[config.mk]
export PLATFORM = sky130hd
export DESIGN_NAME = sram_1r1w_param
export DESIGN_NICKNAME = d
export VERILOG_FILES = /design/src/rtl/sram_1r1w_param.sv
export SDC_FILE = /design/constraint.sdc
export NUM_CORES = 1
export LEC_CHECK = 0
export CAP_MARGIN = 5
export CORE_MARGIN = 2
export CORE_UTILIZATION = 40
export CTS_BUF_LIST = sky130_fd_sc_hd__clkbuf_16
export CTS_CLUSTER_SIZE = 10
export DETAILED_ROUTE_END_ITERATION = 16
export PLACE_DENSITY = 0.68
export RECOVER_POWER = 100
export SLEW_MARGIN = 30
export SYNTH_ARGS = -nofsm -noshare
export SYNTH_HDL_FRONTEND = slang
export SYNTH_SLANG_ARGS = --single-unit
[constraint.sdc]
create_clock -name clk0 -period 5.47 [get_ports clk0]
set_input_delay 1.094 -clock clk0 [delete_from_list [all_inputs] [get_ports clk0]]
set_output_delay 1.094 -clock clk0 [all_outputs]
set_load 0.03 [all_outputs]
[src/rtl/sram_1r1w_param.sv]
// Single-clock 1R1W synchronous SRAM with per-lane write mask, selectable
// read-during-write result, optional second output register and status flags.
module sram_1r1w_param #(
    parameter int DATA_WIDTH   = 8,
    parameter int ADDR_WIDTH   = 4,
    parameter int RAM_DEPTH    = 16,
    parameter int WMASK_WIDTH  = 1,
    parameter int RDW_MODE     = 0,
    parameter int READ_LATENCY = 1
) (
    input  logic                   clk0,
    input  logic                   rstb0,
    input  logic                   csb0,
    input  logic [ADDR_WIDTH-1:0]  addr0,
    input  logic [DATA_WIDTH-1:0]  din0,
    input  logic [WMASK_WIDTH-1:0] wmask0,
    input  logic                   csb1,
    input  logic [ADDR_WIDTH-1:0]  addr1,
    output logic [DATA_WIDTH-1:0]  dout1,
    output logic                   dout1_valid,
    output logic                   collision,
    output logic                   oob
);

    localparam int LANE_WIDTH = DATA_WIDTH / WMASK_WIDTH;
    // One extra bit so RAM_DEPTH == 2**ADDR_WIDTH is representable.
    localparam logic [ADDR_WIDTH:0] DEPTH_W = (ADDR_WIDTH + 1)'(RAM_DEPTH);

    logic [DATA_WIDTH-1:0] r_mem [RAM_DEPTH];

    logic [DATA_WIDTH-1:0] w_bitmask;
    logic [DATA_WIDTH-1:0] w_rd_word;
    logic [DATA_WIDTH-1:0] w_rd_data;
    logic                  w_wr_in_range;
    logic                  w_rd_in_range;
    logic                  w_wr_en;
    logic                  w_rd_en;
    logic                  w_collision;

    for (genvar g = 0; g < WMASK_WIDTH; g++) begin : g_lane
        assign w_bitmask[g*LANE_WIDTH +: LANE_WIDTH] = {LANE_WIDTH{wmask0[g]}};
    end

    assign w_wr_in_range = ({1'b0, addr0} < DEPTH_W);
    assign w_rd_in_range = ({1'b0, addr1} < DEPTH_W);
    assign w_wr_en       = rstb0 && !csb0 && w_wr_in_range;
    assign w_rd_en       = !csb1;
    assign w_collision   = w_rd_en && !csb0 && w_wr_in_range && (addr0 == addr1);

    assign w_rd_word = w_rd_in_range ? r_mem[addr1] : '0;
    // New-data mode merges enabled write lanes over the stored word.
    assign w_rd_data = (RDW_MODE == 1 && w_collision)
                     ? ((w_rd_word & ~w_bitmask) | (din0 & w_bitmask))
                     : w_rd_word;

    always_ff @(posedge clk0) begin
        if (w_wr_en) begin
            r_mem[addr0] <= (r_mem[addr0] & ~w_bitmask) | (din0 & w_bitmask);
        end
    end

    logic [DATA_WIDTH-1:0] r_s1_data;
    logic                  r_s1_valid;
    logic                  r_s1_coll;
    logic                  r_s1_oob;

    always_ff @(posedge clk0) begin
        if (!rstb0) begin
            r_s1_data  <= '0;
            r_s1_valid <= 1'b0;
            r_s1_coll  <= 1'b0;
            r_s1_oob   <= 1'b0;
        end else begin
            r_s1_valid <= w_rd_en;
            r_s1_coll  <= w_collision;
            r_s1_oob   <= w_rd_en && !w_rd_in_range;
            if (w_rd_en) begin
                r_s1_data <= w_rd_data;
            end
        end
    end

    if (READ_LATENCY == 2) begin : g_lat2
        logic [DATA_WIDTH-1:0] r_s2_data;
        logic                  r_s2_valid;
        logic                  r_s2_coll;
        logic                  r_s2_oob;

        // Flags in stage 1 are already zero when it holds no valid result.
        always_ff @(posedge clk0) begin
            if (!rstb0) begin
                r_s2_data  <= '0;
                r_s2_valid <= 1'b0;
                r_s2_coll  <= 1'b0;
                r_s2_oob   <= 1'b0;
            end else begin
                r_s2_valid <= r_s1_valid;
                r_s2_coll  <= r_s1_coll;
                r_s2_oob   <= r_s1_oob;
                if (r_s1_valid) begin
                    r_s2_data <= r_s1_data;
                end
            end
        end

        assign dout1       = r_s2_data;
        assign dout1_valid = r_s2_valid;
        assign collision   = r_s2_coll;
        assign oob         = r_s2_oob;
    end else begin : g_lat1
        assign dout1       = r_s1_data;
        assign dout1_valid = r_s1_valid;
        assign collision   = r_s1_coll;
        assign oob         = r_s1_oob;
    end

endmodule

==> results.md <==
Run status:
- The flow ran to the end, and the final reports show no timing, DRC or antenna violations.

Clock network:
- The clock tree synthesis step divided the H-tree into 4 levels.
- Once the clock tree was built, the setup fixing pass inserted 0 buffers.
- The TritonCTS sink count is 138.
- The number of resized instances in the post-cts repair step is 0.
- The maximum count of clock buffers along a single path is 2.
- After clock tree synthesis, the flow added hold-fix buffers numbering 0.
- The root buffer cell chosen for the clock tree is clkbuf_16.
- After clock tree synthesis, the clock-pin slew on the worst setup and hold paths is 60 ps.
- The CTS tree is yes.
- The latest clock arrival within the worst-skew pair is 430 ps.
- Clock tree synthesis inserted a total of 17 buffers.

STA:
- The final-report max-slew violation count is 0.
- The final worst hold slack is 455 ps.
- After routing, the total negative slack on setup checks comes to 0 ps.
- In this run the tightest slew margin relative to its limit is 5.45%.
- The maximum clock skew at final layout is 8.65 ps.
- The clock period could shrink to 3860 ps.
- At the pin with the least slew margin, the transition time is 1420 ps.
- Setup repair after global routing left no endpoint under its margin.
- The number of setup violations in the final report is 0.
- Based on the critical path, the design can be clocked at up to 0.259 GHz.
- The final clock period utilization by the worst path is 70.5%.
- The number of hold-slack violations in the final timing report was 0.

Worst setup path:
- Along the worst path, the maximum fanout reaches 29.
- The launching element type of the critical path is an input pin.
- The data required time at the worst endpoint is 5560 ps.
- STA classifies the critical path endpoint as a flop.
- Data arrives at the worst endpoint at 3940 ps.
- The number of cells on the worst reg-to-reg path is 4.
- The critical path is of the in -> reg type.

Worst hold path:
- The path type of the worst min-delay path is reg -> reg.
- The worst hold path passes through 2 cells.

Power and ir drop:
- The fraction of power consumed by the clock network is 45.8%.
- Net switching is 23.3% of the power.
- For this design the static power due to leakage is 2.74 nW.
- The internal power component is 1.99 mW.
- The logic gate share of total power is 8.4%.
- Summed over all nets, the switching power comes to 0.604 mW.
- IR analysis of the VDD net gives a maximum drop of 233 uV.
- Dividing total power by cell area gives a power density of 338 nW/um^2.
- In this run, flip-flops and latches consume 45.9% of the power.

Floorplanning:
- The placeable core area is 15900 um^2.
- The die is 132 um wide.
- The floorplan row count is 46.
- The die outline height is 132 um.
- The die covers 17400 um^2.
- The initial cell density of the core is 41.1%.
- The top-level port count is 32.

Global routing:
- Entering global routing, the biggest net connects 66 pins.
- The first global-routing pass estimated 26.9 mm of wire.
- Across every metal layer, demand over resource in global routing totals 21.6%.
- The number of antenna violations at the first check in global routing is 0.
- The overflow left after global routing is 0.
- The number of global-route vias before repair is 4235.

Drt:
- The detail route stage leaves a number of antenna-violating nets equal to 0.
- The routed wirelength normalized by instance count is 26.0 um.
- Across all layers, the routed design uses 4228 vias.
- In the routed layout, each cell is associated on average with a via count of 5.98.
- The wire length after detailed routing is 18.4 mm.
- The first routing iteration left 527 violations.
- For this run, design rule violations remaining after detail routing come to 0.
- The number of detailed-route iterations in the first pass is 5.

Logic synthesis:
- The number of synthesized register bits is 138.
- The mapped netlist covers 6550 um^2.
- The number of cells produced by synthesis is 438.
- The top cell type by area accounts for 58.7% of the synthesized area.
- The sequential fraction of the synthesis area is 61.8%.
- The biggest area contributor in the post-synthesis netlist is edfxtp_1.
- Counting every net in the synthesized netlist gives 459.
- The warning count from the yosys run is 0.
- The per-instance average area after synthesis is 14.9 um^2.
- In the post-synthesis netlist, the biggest area contributors are edfxtp_1 59%, mux2i_1 15%, mux4_1 3.2%, dfxtp_1 3.1%, a22oi_1 2.8%.
- Synthesis instantiated 32 different standard cells from the library.

Finish:
- Cells fill 48.2% of the core in the end.
- The net count of the finished layout is 499.
- The most common cell after layout, fill and taps aside is edfxtp_1.
- The post-route netlist has 12.0% of its cells at a drive strength greater than 1.
- In the layout the commonest cells are 128 x edfxtp_1, 96 x mux2i_1, 25 x nand3_1, 24 x a22oi_1.
- The synthesis-to-finish area growth is 17.3%.
- The number of inserted diodes is 0.
- Counting the fill cells in the layout gives 1381.

Placement:
- Port buffering added 30 buffers.
- The post-detailed-placement half-perimeter wirelength is 11.4 mm.
- The weighted congestion at the end of routability-driven global placement is 0.827.

Flow run:
- The tool flagged a number of max-cap violations equal to 0.
power groups by stage:
stage	sequential (mW)	clock, mW	combinational (mW)
floorplan	1.22	0	0.136
global placement	1.21	0	0.218
detailed placement	1.21	0	0.223
CTS	1.19	1.19	0.223
global route	1.19	1.24	0.232
finish	1.19	1.19	0.217
path summary, 6_finish.rpt:
path | startpoint | to | slack, ps
worst min register to register | dout1[0] | dout1[0] | 450
worst min-delay path | dout1[0] | dout1[0] | 450
worst max register to register | r_mem[4][2] | r_mem[8][2] | 3100
worst max-delay path | addr0[1] | r_mem[2][0] | 1610
stage by stage:
stage | worst slack (ps) | total power [mW] | instances | area [um^2]
3_5_place_dp | 1620 | 1.44 | 675 | 7140
5_1_grt | 1490 | 2.67 | 707 | 7680
4_1_cts | 2070 | 2.61 | 707 | 7750
3_3_place_gp | 1670 | 1.43 | 675 | 7130
2_1_floorplan | 2360 | 1.36 | 438 | 6550
6_report | 1610 | 2.60 | 707 | 7680
registers in the layout, summed over array words and instances, names as in the netlist:
name,flops
collision,1
dout1,8
dout1_valid,1
r_mem,128
layer usage:
| layer | global-route usage, % | vias to the layer above | wire length (um) |
|---|---|---|---|
| li1 | - | 1834 | - |
| met1 | 29.3 | 2118 | 7620 |
| met2 | 33.0 | 224 | 8430 |
| met3 | 5.15 | 52 | 1620 |
| met4 | 10.1 | 0 | 707 |
| met5 | 0 | - | 0 |
kinds of logic after synthesis:
group,Yosys count,share of synthesized area (%)
other cells,1,0.0573
xor+xnor,4,0.535
mux,128,23.4
flops,138,61.8
buf+inv,33,2.43
compound gates,56,6.12
simple gates,78,5.70
critical path, stage by stage:
cell      delay (ps)
buf_2            740
clkbuf_1         550
or3b_2           550
nor2_1           580
clkbuf_1         400
area by class of cell:
type,count,area [um^2],area share (%)
clock buffer,17,425,5.54
clock inverter,15,188,2.44
inverter,1,3.75,0.0489
multi-input combinational,267,2350,30.6
sequential,138,4040,52.6
tap,216,270,3.52
timing repair buffer,53,402,5.23
synth_stat cells:
| cell | instances |
|---|---|
| nand3_1 | 25 |
| nand2_1 | 18 |
| or2_2 | 1 |
| or3b_2 | 2 |
| buf_12 | 1 |
| a21oi_1 | 8 |
| buf_2 | 6 |
| o22ai_1 | 16 |
| inv_1 | 1 |
| clkbuf_1 | 11 |
| nand2b_1 | 4 |
| mux4_2 | 8 |
| buf_6 | 1 |
| mux2i_1 | 96 |
| nor2_1 | 19 |
| nor4_1 | 1 |
| xor2_1 | 1 |
| xnor2_1 | 3 |
| and2_1 | 2 |
| mux2_2 | 16 |
| a221o_1 | 8 |
| edfxtp_1 | 128 |
| buf_1 | 12 |
| or3_1 | 2 |
| mux4_1 | 8 |
| a22oi_1 | 24 |
| conb_1 | 1 |
| nand4b_1 | 1 |
| dfxtp_1 | 10 |
| buf_4 | 1 |
| nor2b_1 | 2 |
| nand3b_1 | 1 |
(Power assumes the default switching activity.)
